$ cat src/rtl/gray_cnt_decoder_pkg.sv
// Shared definitions for the Gray-count receive side: FSM states,
// acquisition length and the Gray-to-binary decode used by the counters.
package gray_pkg;

    typedef enum logic [1:0] {
        ACQ   = 2'd0,
        TRACK = 2'd1,
        ERR   = 2'd2
    } state_t;

    // Cycles spent filling the synchronizer before the first load.
    localparam int FILL_CYC = 2;

    // Widest Gray count the decode helper handles.
    localparam int GRAY_MAX_W = 32;

    // Zero-extended Gray in, binary out. Leading zeros decode to zeros,
    // so any narrower count can be widened, decoded and truncated.
    function automatic logic [GRAY_MAX_W-1:0] gray2bin(input logic [GRAY_MAX_W-1:0] g);
        logic [GRAY_MAX_W-1:0] b;
        b[GRAY_MAX_W-1] = g[GRAY_MAX_W-1];
        for (int i = GRAY_MAX_W - 2; i >= 0; i--) begin
            b[i] = b[i+1] ^ g[i];
        end
        return b;
    endfunction

endpackage

$ cat src/rtl/gray_cnt_decoder_sync2.sv
// Two-flop synchronizer for a multi-bit Gray bus crossing into clk.
module gray_sync2 #(
    parameter int W = 4
) (
    input  logic         clk,
    input  logic         rst,
    input  logic [W-1:0] d,
    output logic [W-1:0] q
);

    logic [W-1:0] s1_q, s1_d;
    logic [W-1:0] s2_q, s2_d;

    // Next values simply shift the foreign bus down the two-stage chain.
    always_comb begin
        s1_d = d;
        s2_d = s1_q;
    end

    // Both stages clear asynchronously so the first decode after reset is zero.
    always_ff @(posedge clk or negedge rst) begin
        if (!rst) begin
            s1_q <= '0;
            s2_q <= '0;
        end else begin
            s1_q <= s1_d;
            s2_q <= s2_d;
        end
    end

    assign q = s2_q;

endmodule

$ cat src/rtl/gray_cnt_decoder.sv
// Consumer-side Gray count receiver: synchronizes, decodes to binary,
// verifies every change is a single +1 step and counts wrap-arounds.
module gray_cnt_decoder
    import gray_pkg::*;
#(
    parameter int N      = 4,
    parameter int WRAP_W = 8
) (
    input  logic              clk,
    input  logic              rst,
    input  logic [N-1:0]      gr_in,
    input  logic              clr_err,
    output logic [N-1:0]      bin_out,
    output logic [N-2:0]      bin_n1_out,
    output logic              bin_valid,
    output logic              locked,
    output logic              step_err,
    output logic              err_sticky,
    output logic [WRAP_W-1:0] wrap_cnt
);

    logic [N-1:0]      s2;
    logic [N-1:0]      b;
    logic [N-1:0]      bin_inc;
    logic              is_hold;
    logic              is_step;
    logic              fill_done;

    state_t            state_q, state_d;
    logic [1:0]        fill_q, fill_d;
    logic [N-1:0]      bin_q, bin_d;
    logic [WRAP_W-1:0] wrap_q, wrap_d;
    logic              valid_q, valid_d;
    logic              step_err_q, step_err_d;

    gray_sync2 #(.W(N)) u_sync (
        .clk (clk),
        .rst (rst),
        .d   (gr_in),
        .q   (s2)
    );

    // Decode the synchronized count and classify it against the last good value.
    always_comb begin
        b         = N'(gray2bin(GRAY_MAX_W'(s2)));
        bin_inc   = bin_q + N'(1);
        is_hold   = (b == bin_q);
        is_step   = (b == bin_inc);
        fill_done = (fill_q == 2'(FILL_CYC));
    end

    // State register plus the registered datapath, all cleared asynchronously.
    always_ff @(posedge clk or negedge rst) begin
        if (!rst) begin
            state_q    <= ACQ;
            fill_q     <= '0;
            bin_q      <= '0;
            wrap_q     <= '0;
            valid_q    <= 1'b0;
            step_err_q <= 1'b0;
        end else begin
            state_q    <= state_d;
            fill_q     <= fill_d;
            bin_q      <= bin_d;
            wrap_q     <= wrap_d;
            valid_q    <= valid_d;
            step_err_q <= step_err_d;
        end
    end

    // Next-state logic: lock after the fill, drop to ERR on any bad step.
    always_comb begin
        state_d = state_q;
        case (state_q)
            ACQ:     if (fill_done) state_d = TRACK;
            TRACK:   if (!is_hold && !is_step) state_d = ERR;
            ERR:     if (clr_err) state_d = ACQ;
            default: state_d = ACQ;
        endcase
    end

    // Output logic: load/advance the binary count, wrap counter and pulses.
    always_comb begin
        fill_d     = fill_q;
        bin_d      = bin_q;
        wrap_d     = wrap_q;
        valid_d    = 1'b0;
        step_err_d = 1'b0;
        case (state_q)
            ACQ: begin
                if (fill_done) begin
                    bin_d   = b;
                    valid_d = 1'b1;
                    wrap_d  = '0;
                    fill_d  = '0;
                end else begin
                    fill_d = fill_q + 2'd1;
                end
            end
            TRACK: begin
                if (is_step) begin
                    bin_d   = b;
                    valid_d = 1'b1;
                    if ((&bin_q) && !(&wrap_q)) begin
                        wrap_d = wrap_q + WRAP_W'(1);
                    end
                end else if (!is_hold) begin
                    step_err_d = 1'b1;
                end
            end
            ERR: begin
                if (clr_err) begin
                    fill_d = '0;
                end
            end
            default: begin
                fill_d = '0;
            end
        endcase
    end

    assign bin_out    = bin_q;
    assign bin_n1_out = bin_q[N-2:0];
    assign bin_valid  = valid_q;
    assign step_err   = step_err_q;
    assign wrap_cnt   = wrap_q;
    assign locked     = (state_q == TRACK);
    assign err_sticky = (state_q == ERR);

endmodule

$ cat config.mk
export PLATFORM = sky130hd
export DESIGN_NAME = gray_cnt_decoder
export DESIGN_NICKNAME = d
export VERILOG_FILES = /design/src/rtl/gray_cnt_decoder_pkg.sv /design/src/rtl/gray_cnt_decoder_sync2.sv /design/src/rtl/gray_cnt_decoder.sv
export SDC_FILE = /design/constraint.sdc
export NUM_CORES = 1
export LEC_CHECK = 0
export ABC_AREA = 1
export ABC_CLOCK_PERIOD_IN_PS = 1500
export BUFFER_PORTS_ARGS = -buffer_cell sky130_fd_sc_hd__buf_2
export CORE_MARGIN = 5
export CORE_UTILIZATION = 49
export DETAILED_ROUTE_END_ITERATION = 16
export PLACE_DENSITY_LB_ADDON = 0.3
export SKIP_CTS_REPAIR_TIMING = 1
export SYNTH_ARGS = -nofsm -noshare
export SYNTH_HDL_FRONTEND = slang
export SYNTH_SLANG_ARGS = --single-unit
$ cat constraint.sdc
create_clock -name clk -period 1.5 [get_ports clk]
set_input_delay 0.225 -clock clk [delete_from_list [all_inputs] [get_ports clk]]
set_output_delay 0.225 -clock clk [all_outputs]
set_load 0.005 [all_outputs]
# == After elaboration in Yosys (flattened, before gate mapping) ==
# Cells that the tools add are included.
# word_totals
latch_bits,0
register_bits,26
rom_bits,0
memories,0
ram_bits,0
# op_classes
shift,0
n_eq_ne,10
addsub,3
bitwise,4
div_mod_pow,0
n_mul,0
reduce_logical,13
n_lt_le_gt_ge,0
muxes,19
# op_table
cell,count
two-way mux 8 bit,3
one-hot mux 8 bit (2 select lines),1
one-hot mux 2 bit (3 select lines),2
"adder 8 x 1 -> 8 bit, second input constant",1
equality test 4 bit,2
two-way mux 2 bit,4
two-way mux 4 bit,2
one-hot mux 4 bit (2 select lines),1
AND reduction 4 bit,2
AND reduction 8 bit,1
"!= test 2 x 1 -> 1 bit, second input constant",3
AND reduction 3 bit,2
two-way mux 1 bit,5
"adder 4 x 1 -> 4 bit, second input constant",1
"equality test 2 bit, second input constant",2
"!= test 2 bit, second input constant",2
zero test 1 bit,3
XOR 1 bit,3
"adder 2 x 1 -> 2 bit, second input constant",1
"equality test 2 x 1 -> 1 bit, second input constant",1
logical AND 1 bit,2
zero test 2 bit,1
one-hot mux 1 bit (2 select lines),1
AND reduction 2 bit,1
other kinds (2),2

# == Logic depth before layout (Yosys ltp) ==
# Gate-level depths: netlist of run 1.
# logic_depth
word_depth,8
mapped_depth,14
ltp_nobuf,14

# == Modules after synthesis ==
# Synthesis of run 1 repeated with hierarchy kept, for this count alone.
# unflattened
cells_unflattened,183
area_unflattened_um2,1418.9
# by_module_without_submodules
module,area_each_um2,cells_per_inst,seq_area_each_um2,n_inst
gray_cnt_decoder,1218.7,175,450.4,1
gray_sync2,200.2,8,200.2,1

# == Least setup slack after synthesis of run 1 ==
# Ideal clock, no wire load.
# synth_path
kind,reg-to-reg
start,"register bin_q[0], in the netlist bin_out[0]"
end,"register wrap_q[0], in the netlist wrap_cnt[0]"
path_slack_ps,-121
required_time_ps,1382
stages_incl_launch_ff,14
arrival_ps,1503
period_less_slack_ps,1621
n_path_buf,0
cell_sequence,dfrtp_1 -> ha_1 -> nand2_1 -> nand2_1 -> nand2_1 -> nand2_1 -> inv_1 -> nand2_1 -> nor2_1 -> nand3_1 -> nand2_1 -> nand3_1 -> nand2_1 -> nand2_1
# synth_between
elab_chain_len,4
# synth_lines
item,line,rtl
from (decl),gray_cnt_decoder.sv:31,"logic [N-1:0] bin_q, bin_d;"
from (signal assigned),gray_cnt_decoder.sv:64,bin_q <= bin_d;
adder 4 x 1 -> 4 bit / AND reduction 4 bit (equally long branches),"gray_cnt_decoder.sv:46, gray_cnt_decoder.sv:104",
equality test 4 bit / logical AND 1 bit (equally long branches),"gray_cnt_decoder.sv:48, gray_cnt_decoder.sv:104",
!= test 2 x 1 -> 1 bit (no line),n/a,
AND reduction 4 bit (no line) (*),n/a,
to (signal assigned),gray_cnt_decoder.sv:65,wrap_q <= wrap_d;
to (decl),gray_cnt_decoder.sv:32,"logic [WRAP_W-1:0] wrap_q, wrap_d;"
# Mark *: on every way between the ends. The rest lies on a longest branch, timed or not.
# A chain may end at the register's enable or synchronous reset.

# == Final worst setup path of run 1 ==
# layout_path
start,"register bin_q[0], in the netlist bin_out[0]"
end,"register bin_q[0], in the netlist bin_out[0]"
# layout_between
elab_chain_len,4
# layout_lines
item,line,rtl
adder 4 x 1 -> 4 bit,gray_cnt_decoder.sv:46,bin_inc = bin_q + N'(1);
equality test 4 bit,gray_cnt_decoder.sv:48,is_step = (b == bin_inc);
!= test 2 x 1 -> 1 bit (no line),n/a,
AND reduction 3 bit (no line),n/a,
# No other way between the ends.

==> report_table.html, run 1 <==
<table>
<tr><th>Metric</th><th>Value</th></tr>
<tr><th colspan="2">Die</th></tr>
<tr><td>Core area</td><td>between 2000 and 3000 sq um</td></tr>
<tr><td>Die outline width</td><td>approximately 63 um</td></tr>
<tr><td>Vertical die dimension</td><td>62.9 um</td></tr>
<tr><td>Initial core utilization</td><td>between 50% and 60%</td></tr>
<tr><td>Site Rows</td><td>19</td></tr>
<tr><td>Die area</td><td>3950 sq um</td></tr>
<tr><td>Io pins</td><td>26</td></tr>
<tr><th colspan="2">Clock network</th></tr>
<tr><td>Largest buffer count on any clock path</td><td>2</td></tr>
<tr><td>Clk sinks</td><td>26</td></tr>
<tr><td>Source-to-sink clock delay at the later pin of the worst-skew pair</td><td>approximately 0.32 ns</td></tr>
<tr><td>Clock tree from TritonCTS</td><td>built</td></tr>
<tr><td>Inserted Clock Buffers</td><td>3</td></tr>
<tr><td>Clock edge transition at the registers on the reported setup and hold paths</td><td>0.14 ns</td></tr>
<tr><td>Number of levels the H-tree was split into</td><td>1</td></tr>
<tr><td>Root Buffer</td><td>clkbuf_4</td></tr>
<tr><th colspan="2">Power and ir drop</th></tr>
<tr><td>Fraction of power consumed by combinational cells</td><td>between 40% and 50%</td></tr>
<tr><td>Int Power</td><td>0.00165 W</td></tr>
<tr><td>Leakage power</td><td>1.02 nW</td></tr>
<tr><td>Power share of the clock group</td><td>approximately 18%</td></tr>
<tr><td>Highest ir drop seen on vdd</td><td>1.07 mV</td></tr>
<tr><td>Switching component of the power</td><td>about 0.0010 W</td></tr>
<tr><td>Overall power consumption</td><td>between 0.002 and 0.003 W</td></tr>
<tr><td>Sequential power share</td><td>a little over a third</td></tr>
<tr><td>Sw Ratio</td><td>between 30% and 40%</td></tr>
<tr><td>PD cells</td><td>about 1500 nW/um^2</td></tr>
<tr><th colspan="2">Critical path</th></tr>
<tr><td>Delay of the slowest cell on the worst path</td><td>approximately 0.45 ns</td></tr>
<tr><td>Worst-path cell with the longest stage delay</td><td>dfrtp_1</td></tr>
<tr><td>Crit. End Element</td><td>register</td></tr>
<tr><td>Worst Path Arrival</td><td>1.94 ns</td></tr>
<tr><td>CP Class</td><td>register to register</td></tr>
<tr><td>Critical Path Most Common Cell</td><td>nand2_1</td></tr>
<tr><td>Worst Path Max Fanout</td><td>17</td></tr>
<tr><td>Cell class contributing the biggest share of worst-path delay</td><td>simple AND/OR/NAND/NOR gates</td></tr>
<tr><td>Category of the worst setup path launch point</td><td>register</td></tr>
<tr><td>Worst path cell trace</td><td>ha_4 &gt; nand2_4 &gt; nand2_1 &gt; nand2_1 &gt; nand2_1 &gt; inv_1 &gt; nand2_1 &gt; nor2_2 &gt; nand4_1 &gt; nand2_4 &gt; nand2_1 &gt; o21ai_0</td></tr>
<tr><td>Number of buffer and inverter instances along the worst setup path</td><td>1</td></tr>
<tr><td>Required time of the worst setup path</td><td>1.74 ns</td></tr>
<tr><th colspan="2">Global route</th></tr>
<tr><td>Via count of the first global-routing pass</td><td>between 1000 and 1500</td></tr>
<tr><td>Initial antenna violation count</td><td>0</td></tr>
<tr><td>GRT Util Overall</td><td>between 10% and 20%</td></tr>
<tr><td>Largest net degree at the start of global routing</td><td>27</td></tr>
<tr><td>Global-route wire length before repair</td><td>around 5000 um</td></tr>
<tr><td>Total gr overflow</td><td>0</td></tr>
<tr><th colspan="2">Synth</th></tr>
<tr><td>Per-instance average area after synthesis</td><td>7.48 sq um</td></tr>
<tr><td>Synth unique cells</td><td>19</td></tr>
<tr><td>Yosys warnings</td><td>0</td></tr>
<tr><td>Netlist area before placement</td><td>roughly 1400 sq um</td></tr>
<tr><td>Top-area cell type share of the netlist area</td><td>~48%</td></tr>
<tr><td>Yosys reg bits</td><td>26</td></tr>
<tr><td>Post-synth net total</td><td>roughly 190</td></tr>
<tr><td>Biggest area contributors in the synthesized netlist</td><td>dfrtp_1, nand2_1, nand3_1, inv_1, nor2_1</td></tr>
<tr><td>Portion of the post-synthesis area used by sequential elements</td><td>~48%</td></tr>
<tr><td>Most area-hungry cell type in the Yosys netlist</td><td>dfrtp_1</td></tr>
<tr><td>Count of mapped cells out of synthesis</td><td>roughly 180</td></tr>
<tr><th colspan="2">Timing</th></tr>
<tr><td>Highest attainable clock frequency</td><td>0.589 GHz</td></tr>
<tr><td>Number of failing hold endpoints at the final stage</td><td>0</td></tr>
<tr><td>Worst-case headroom to the max-slew limit</td><td>between 60% and 70%</td></tr>
<tr><td>Worst path setup slack after routing</td><td>-0.197 ns</td></tr>
<tr><td>Share of the clock period used by the worst path after layout</td><td>113%</td></tr>
<tr><td>Crit path time final</td><td>~1.7 ns</td></tr>
<tr><td>Final setup violating endpoints</td><td>16</td></tr>
<tr><td>Worst hold slack</td><td>approximately 0.19 ns</td></tr>
<tr><td>Final Slew Violations</td><td>0</td></tr>
<tr><td>Unrepaired setup endpoints after global routing</td><td>yes</td></tr>
<tr><td>Clock skew</td><td>roughly 0.0074 ns</td></tr>
<tr><td>Least-Margin Pin Slew</td><td>0.573 ns</td></tr>
<tr><th colspan="2">Detailed routing</th></tr>
<tr><td>Violation count after the first detailed-routing iteration</td><td>between 60 and 70</td></tr>
<tr><td>Via density per instance</td><td>between 5 and 6</td></tr>
<tr><td>Wire length after detailed routing</td><td>around 3200 um</td></tr>
<tr><td>Residual antenna-violating net count after detailed routing</td><td>0</td></tr>
<tr><td>DRT Pass-1 Iters</td><td>4</td></tr>
<tr><td>Total number of vias</td><td>1349</td></tr>
<tr><td>Final routed DRC violation total</td><td>0</td></tr>
<tr><td>Wire length per cell</td><td>12.0 um</td></tr>
<tr><th colspan="2">Layout</th></tr>
<tr><td>Top library cells by usage in the layout, fill and taps aside</td><td>nand2_1, dfrtp_1, buf_2</td></tr>
<tr><td>Area delta synth-&gt;final</td><td>35.6%</td></tr>
<tr><td>Number of antenna cells inserted</td><td>0</td></tr>
<tr><td>Filler-free cell count of the finished design</td><td>about 260</td></tr>
<tr><td>Layout Nets</td><td>between 200 and 250</td></tr>
<tr><td>Util after Layout</td><td>68.5%</td></tr>
<tr><td>Most common cell after layout, fill and taps aside</td><td>nand2_1</td></tr>
<tr><td>Share of layout cells above drive strength 1</td><td>33.3%</td></tr>
<tr><th colspan="2">Place</th></tr>
<tr><td>Gpl congestion</td><td>around 0.79</td></tr>
<tr><td>Port bufs</td><td>25</td></tr>
<tr><td>Placed Instances</td><td>250</td></tr>
<tr><td>Post-Place Worst Slack</td><td>-0.256 ns</td></tr>
<tr><td>DP HPWL</td><td>approximately 2300 um</td></tr>
<tr><th colspan="2">Worst hold path</th></tr>
<tr><td>Path category of the worst min-delay check</td><td>input port to register</td></tr>
<tr><th colspan="2">Flow run</th></tr>
<tr><td>Max-Cap Viols</td><td>0</td></tr>
<tr><th colspan="2">Run status</th></tr>
<tr><td>Outcome</td><td>complete, but fails checks</td></tr>
<tr><td>Violations in the final reports</td><td>setup timing</td></tr>
</table>
==> tightest hold or removal path, cell delays in order <==
cell     delay [ns]
buf_2          0.07
inv_1          0.03
nand2_1        0.08
o21ai_0        0.08
==> synth_stat cells, drive strengths merged <==
library cell  number
xor2               1
inv               26
nor3               1
nand2             65
a21oi              5
o21a               1
nand4              2
nand3             23
ha                 2
o21bai             1
o21ai              9
buf                4
dfrtp             26
nor2              16
o211ai             1
==> cells by family (layout without fill, tap and decap cells) <==
group	count (synthesis)	count (layout)	share of synthesized area, %
compound gates	17	17	6.76
xor+xnor	1	1	0.640
fa+ha+maj	2	2	1.83
buf+inv	30	78	9.87
flops	26	26	47.5
simple gates	107	107	33.4
==> sequential cells by signal, summed over array words and instances, names as in the netlist <==
name,count
fill_q,2
u_sync.s1_q,4
u_sync.q,4
wrap_cnt,8
bin_valid,1
state_q,2
step_err,1
bin_out,4
==> power groups by stage <==
stage          registers (W)  clock network, W  logic, W
2_1_floorplan       0.000956                 0  0.000670
3_3_place_gp        0.000927                 0   0.00103
5_1_grt             0.000964          0.000519   0.00142
3_5_place_dp        0.000937                 0   0.00106
6_report            0.000944          0.000475   0.00127
4_1_cts             0.000922          0.000488   0.00107
==> through the flow <==
step	TNS (ns)	area (sq um)
after floorplan	-0.845	1380
after global placement	-2.05	1620
after detailed placement	-2.98	1620
after CTS	-3.59	1670
after global routing	-4.50	1860
final	-2.31	1860
==> routing by layer <==
layer	vias up	share of wire [%]	track usage, %	wire length [um]
met4	0	1.8	5.84	57
met2	50	48	25.6	1500
met5	-	0	0	0
li1	671	-	-	-
met1	620	45	19.5	1410
met3	8	6.1	3.78	192
==> path summary, 6_finish.rpt <==
| check | startpoint | endpoint | slack [ns] | depth (start not counted) |
|---|---|---|---|---|
| setup / recovery | bin_out[0] | bin_out[0] | -0.20 | 12 |
| hold / removal | clr_err | state_q[1] | 0.19 | 4 |
| setup reg to reg | bin_out[0] | bin_out[0] | -0.20 | 12 |
| hold reg to reg | u_sync.s1_q[0] | u_sync.q[0] | 0.37 | 0 |
| max in group asynchronous | rst | wrap_cnt[4] | 0.70 | 2 |
| min in group asynchronous | rst | u_sync.s1_q[2] | 0.41 | 2 |
==> final cells by class <==
type / instances / area, sq um
timing repair buffer: 48 / 322
multi-input combinational: 127 / 696
clock inverter: 1 / 30.0
fill: 222 / 853
inverter: 26 / 97.6
tap: 31 / 38.8
clock buffer: 3 / 22.5
sequential: 26 / 651
Note: power is estimated with default switching activity, not from simulation.
==> run 2, diff against run 1 <==
==> constraint.sdc (replaced) <==
create_clock -name clk -period 1.5 [get_ports clk]
set_input_delay 0.075 -clock clk [delete_from_list [all_inputs] [get_ports clk]]
set_output_delay 0.075 -clock clk [all_outputs]
set_load 0.005 [all_outputs]
==> run 2 against run 1 <==
Effect of this change: the flow still finishes with violations (setup timing); highest routed layer unchanged; clock skew about the same; die area unchanged; count of clock-buffer cells in the layout unchanged; cell area fell by 0.40%; clock power is essentially flat; critical path depth stayed put; largest power group unchanged; global-route usage unchanged.
==> report_table.html, run 2 (same netlist as run 1, synthesis figures left out) <==
<table>
<tr><th>Metric</th><th>Value</th></tr>
<tr><th colspan="2">Layout</th></tr>
<tr><td>Post-route cell area</td><td>1850 sq um (-0.40%)</td></tr>
<tr><td>Max reg flops</td><td>8 (unchanged)</td></tr>
<tr><td>Layout Nets</td><td>240 (-0.41%)</td></tr>
<tr><td>Most common cell after layout, fill and taps aside</td><td>nand2_1</td></tr>
<tr><td>Area delta synth-&gt;final</td><td>35.1%</td></tr>
<tr><td>Filler-free cell count of the finished design</td><td>261 (-0.38%)</td></tr>
<tr><td>Number of antenna cells inserted</td><td>0 (unchanged)</td></tr>
<tr><td>Util after Layout</td><td>68.2% (-0.28 points)</td></tr>
<tr><td>Top library cells by usage in the layout, fill and taps aside</td><td>nand2_1, dfrtp_1, buf_2</td></tr>
<tr><td>Share of layout cells above drive strength 1</td><td>33.0% (-0.29 points)</td></tr>
<tr><th colspan="2">Die</th></tr>
<tr><td>Initial core utilization</td><td>50.5% (unchanged)</td></tr>
<tr><td>Vertical die dimension</td><td>62.9 um (unchanged)</td></tr>
<tr><td>Die outline width</td><td>62.9 um (unchanged)</td></tr>
<tr><td>Die area</td><td>3950 sq um (unchanged)</td></tr>
<tr><td>Core area</td><td>2710 sq um (unchanged)</td></tr>
<tr><td>Site Rows</td><td>19 (unchanged)</td></tr>
<tr><td>Io pins</td><td>26 (unchanged)</td></tr>
<tr><th colspan="2">Timing</th></tr>
<tr><td>Highest attainable clock frequency</td><td>0.589 GHz (about the same)</td></tr>
<tr><td>Worst hold slack</td><td>0.0397 ns (-0.151 ns)</td></tr>
<tr><td>Clock skew</td><td>0.00748 ns (+0.000126 ns)</td></tr>
<tr><td>Number of failing hold endpoints at the final stage</td><td>0 (unchanged)</td></tr>
<tr><td>Final Slew Violations</td><td>0 (unchanged)</td></tr>
<tr><td>Least-Margin Pin Slew</td><td>0.572 ns (-0.000864 ns)</td></tr>
<tr><td>Crit path time final</td><td>1.70 ns (-0.000248 ns)</td></tr>
<tr><td>Share of the clock period used by the worst path after layout</td><td>113% (about the same)</td></tr>
<tr><td>Unrepaired setup endpoints after global routing</td><td>yes</td></tr>
<tr><td>Worst path setup slack after routing</td><td>-0.197 ns (+0.000248 ns)</td></tr>
<tr><td>Final setup violating endpoints</td><td>16 (unchanged)</td></tr>
<tr><td>Worst-case headroom to the max-slew limit</td><td>61.9% (about the same)</td></tr>
<tr><th colspan="2">Global route</th></tr>
<tr><td>Global-route wire length before repair</td><td>5060 um (unchanged)</td></tr>
<tr><td>Via count of the first global-routing pass</td><td>1213 (unchanged)</td></tr>
<tr><td>Largest net degree at the start of global routing</td><td>27 (unchanged)</td></tr>
<tr><td>Total gr overflow</td><td>0 (unchanged)</td></tr>
<tr><td>GRT Util Overall</td><td>15.5% (unchanged)</td></tr>
<tr><td>Initial antenna violation count</td><td>0 (unchanged)</td></tr>
<tr><th colspan="2">Place</th></tr>
<tr><td>Area post-placement</td><td>1620 sq um (unchanged)</td></tr>
<tr><td>Placed Instances</td><td>250 (unchanged)</td></tr>
<tr><td>Port bufs</td><td>25 (unchanged)</td></tr>
<tr><td>Gpl congestion</td><td>0.793 (unchanged)</td></tr>
<tr><td>DP HPWL</td><td>2310 um (unchanged)</td></tr>
<tr><th colspan="2">Clock network</th></tr>
<tr><td>Clock tree from TritonCTS</td><td>built</td></tr>
<tr><td>Clock edge transition at the registers on the reported setup and hold paths</td><td>0.14 ns (about the same)</td></tr>
<tr><td>Clk sinks</td><td>26 (unchanged)</td></tr>
<tr><td>Inserted Clock Buffers</td><td>3 (unchanged)</td></tr>
<tr><td>Source-to-sink clock delay at the later pin of the worst-skew pair</td><td>0.32 ns (about the same)</td></tr>
<tr><td>Number of levels the H-tree was split into</td><td>1 (unchanged)</td></tr>
<tr><td>Root Buffer</td><td>clkbuf_4</td></tr>
<tr><td>Largest buffer count on any clock path</td><td>2 (unchanged)</td></tr>
<tr><th colspan="2">Power and ir drop</th></tr>
<tr><td>Overall power consumption</td><td>0.00267 W (-0.83%)</td></tr>
<tr><td>Leakage power</td><td>1.02 nW (-0.42%)</td></tr>
<tr><td>PD cells</td><td>1440 nW/um^2 (-0.43%)</td></tr>
<tr><td>Highest ir drop seen on vdd</td><td>1.07 mV (about the same)</td></tr>
<tr><th colspan="2">Critical path</th></tr>
<tr><td>CP Class</td><td>register to register</td></tr>
<tr><td>Worst Path Arrival</td><td>1.94 ns (about the same)</td></tr>
<tr><td>Crit. End Element</td><td>register</td></tr>
<tr><td>Required time of the worst setup path</td><td>1.74 ns (about the same)</td></tr>
<tr><td>Category of the worst setup path launch point</td><td>register</td></tr>
<tr><td>Worst Path Max Fanout</td><td>17 (unchanged)</td></tr>
<tr><td>Number of cells traversed by the worst register-to-register path</td><td>12 (unchanged)</td></tr>
<tr><th colspan="2">Worst hold path</th></tr>
<tr><td>Hold Path Depth</td><td>4 (unchanged)</td></tr>
<tr><td>Path category of the worst min-delay check</td><td>input port to register</td></tr>
<tr><th colspan="2">Flow run</th></tr>
<tr><td>Max-Cap Viols</td><td>0 (unchanged)</td></tr>
<tr><th colspan="2">Run status</th></tr>
<tr><td>Violations in the final reports</td><td>setup timing</td></tr>
<tr><td>Outcome</td><td>complete, but fails checks</td></tr>
<tr><th colspan="2">Detailed routing</th></tr>
<tr><td>Total number of vias</td><td>1342 (-0.52%)</td></tr>
<tr><td>Violation count after the first detailed-routing iteration</td><td>47 (-24%)</td></tr>
<tr><td>Residual antenna-violating net count after detailed routing</td><td>0 (unchanged)</td></tr>
<tr><td>Wire length per cell</td><td>12.0 um (-0.22%)</td></tr>
<tr><td>DRT Pass-1 Iters</td><td>4 (unchanged)</td></tr>
<tr><td>Wire length after detailed routing</td><td>3140 um (-0.60%)</td></tr>
<tr><td>Via density per instance</td><td>5.14 (-0.14%)</td></tr>
<tr><td>Final routed DRC violation total</td><td>0 (unchanged)</td></tr>
</table>
## run 2: area by class of cell
| type | count | area (sq um) |
|---|---|---|
| clock inverters | 1 | 30.0 |
| well taps | 31 | 38.8 |
| inverters | 26 | 97.6 |
| flip-flops and latches | 26 | 651 |
| repair buffers | 47 | 314 |
| fillers | 224 | 861 |
| multi-input cells | 127 | 696 |
| clock buffers | 3 | 22.5 |
## run 2: critical path: stages (launching register included)
cell     delay (ns)
dfrtp_1        0.45
ha_4           0.20
nand2_4        0.07
nand2_1        0.05
nand2_1        0.06
nand2_1        0.05
inv_1          0.04
nand2_1        0.05
nor2_2         0.12
nand4_1        0.15
nand2_4        0.20
nand2_1        0.08
o21ai_0        0.09
## run 2: power by group
group	leakage (nW)	internal (W)	switching, W
sequential	0.334	0.000830	0.000117
combinational	0.655	0.000532	0.000718
clock	0.0279	0.000270	0.000205
## run 2: path summary, 6_finish.rpt
path / from / slack (ns) / endpoint
max reg2reg: bin_out[0] / -0.20 / bin_out[0]
min reg2reg: u_sync.s1_q[0] / 0.37 / u_sync.q[0]
max: bin_out[0] / -0.20 / bin_out[0]
max in group asynchronous: rst / 0.86 / wrap_cnt[4]
min: clr_err / 0.04 / state_q[1]
min in group asynchronous: rst / 0.26 / u_sync.s1_q[2]
## run 2: per-layer routing
metal / share of wire (%) / GRT usage (%) / up-vias
met5: 0 / 0 / -
met4: 1.8 / 5.84 / 0
met3: 6.1 / 3.78 / 8
met2: 47 / 25.6 / 50
met1: 45 / 19.5 / 616
li1: - / - / 668
## run 2: through the flow
| step | worst slack [ns] | TNS, ns |
|---|---|---|
| 2_1_floorplan | -0.0945 | -0.845 |
| 3_3_place_gp | -0.173 | -2.05 |
| 3_5_place_dp | -0.256 | -2.98 |
| 4_1_cts | -0.293 | -3.59 |
| 5_1_grt | -0.338 | -4.50 |
| 6_report | -0.197 | -2.31 |
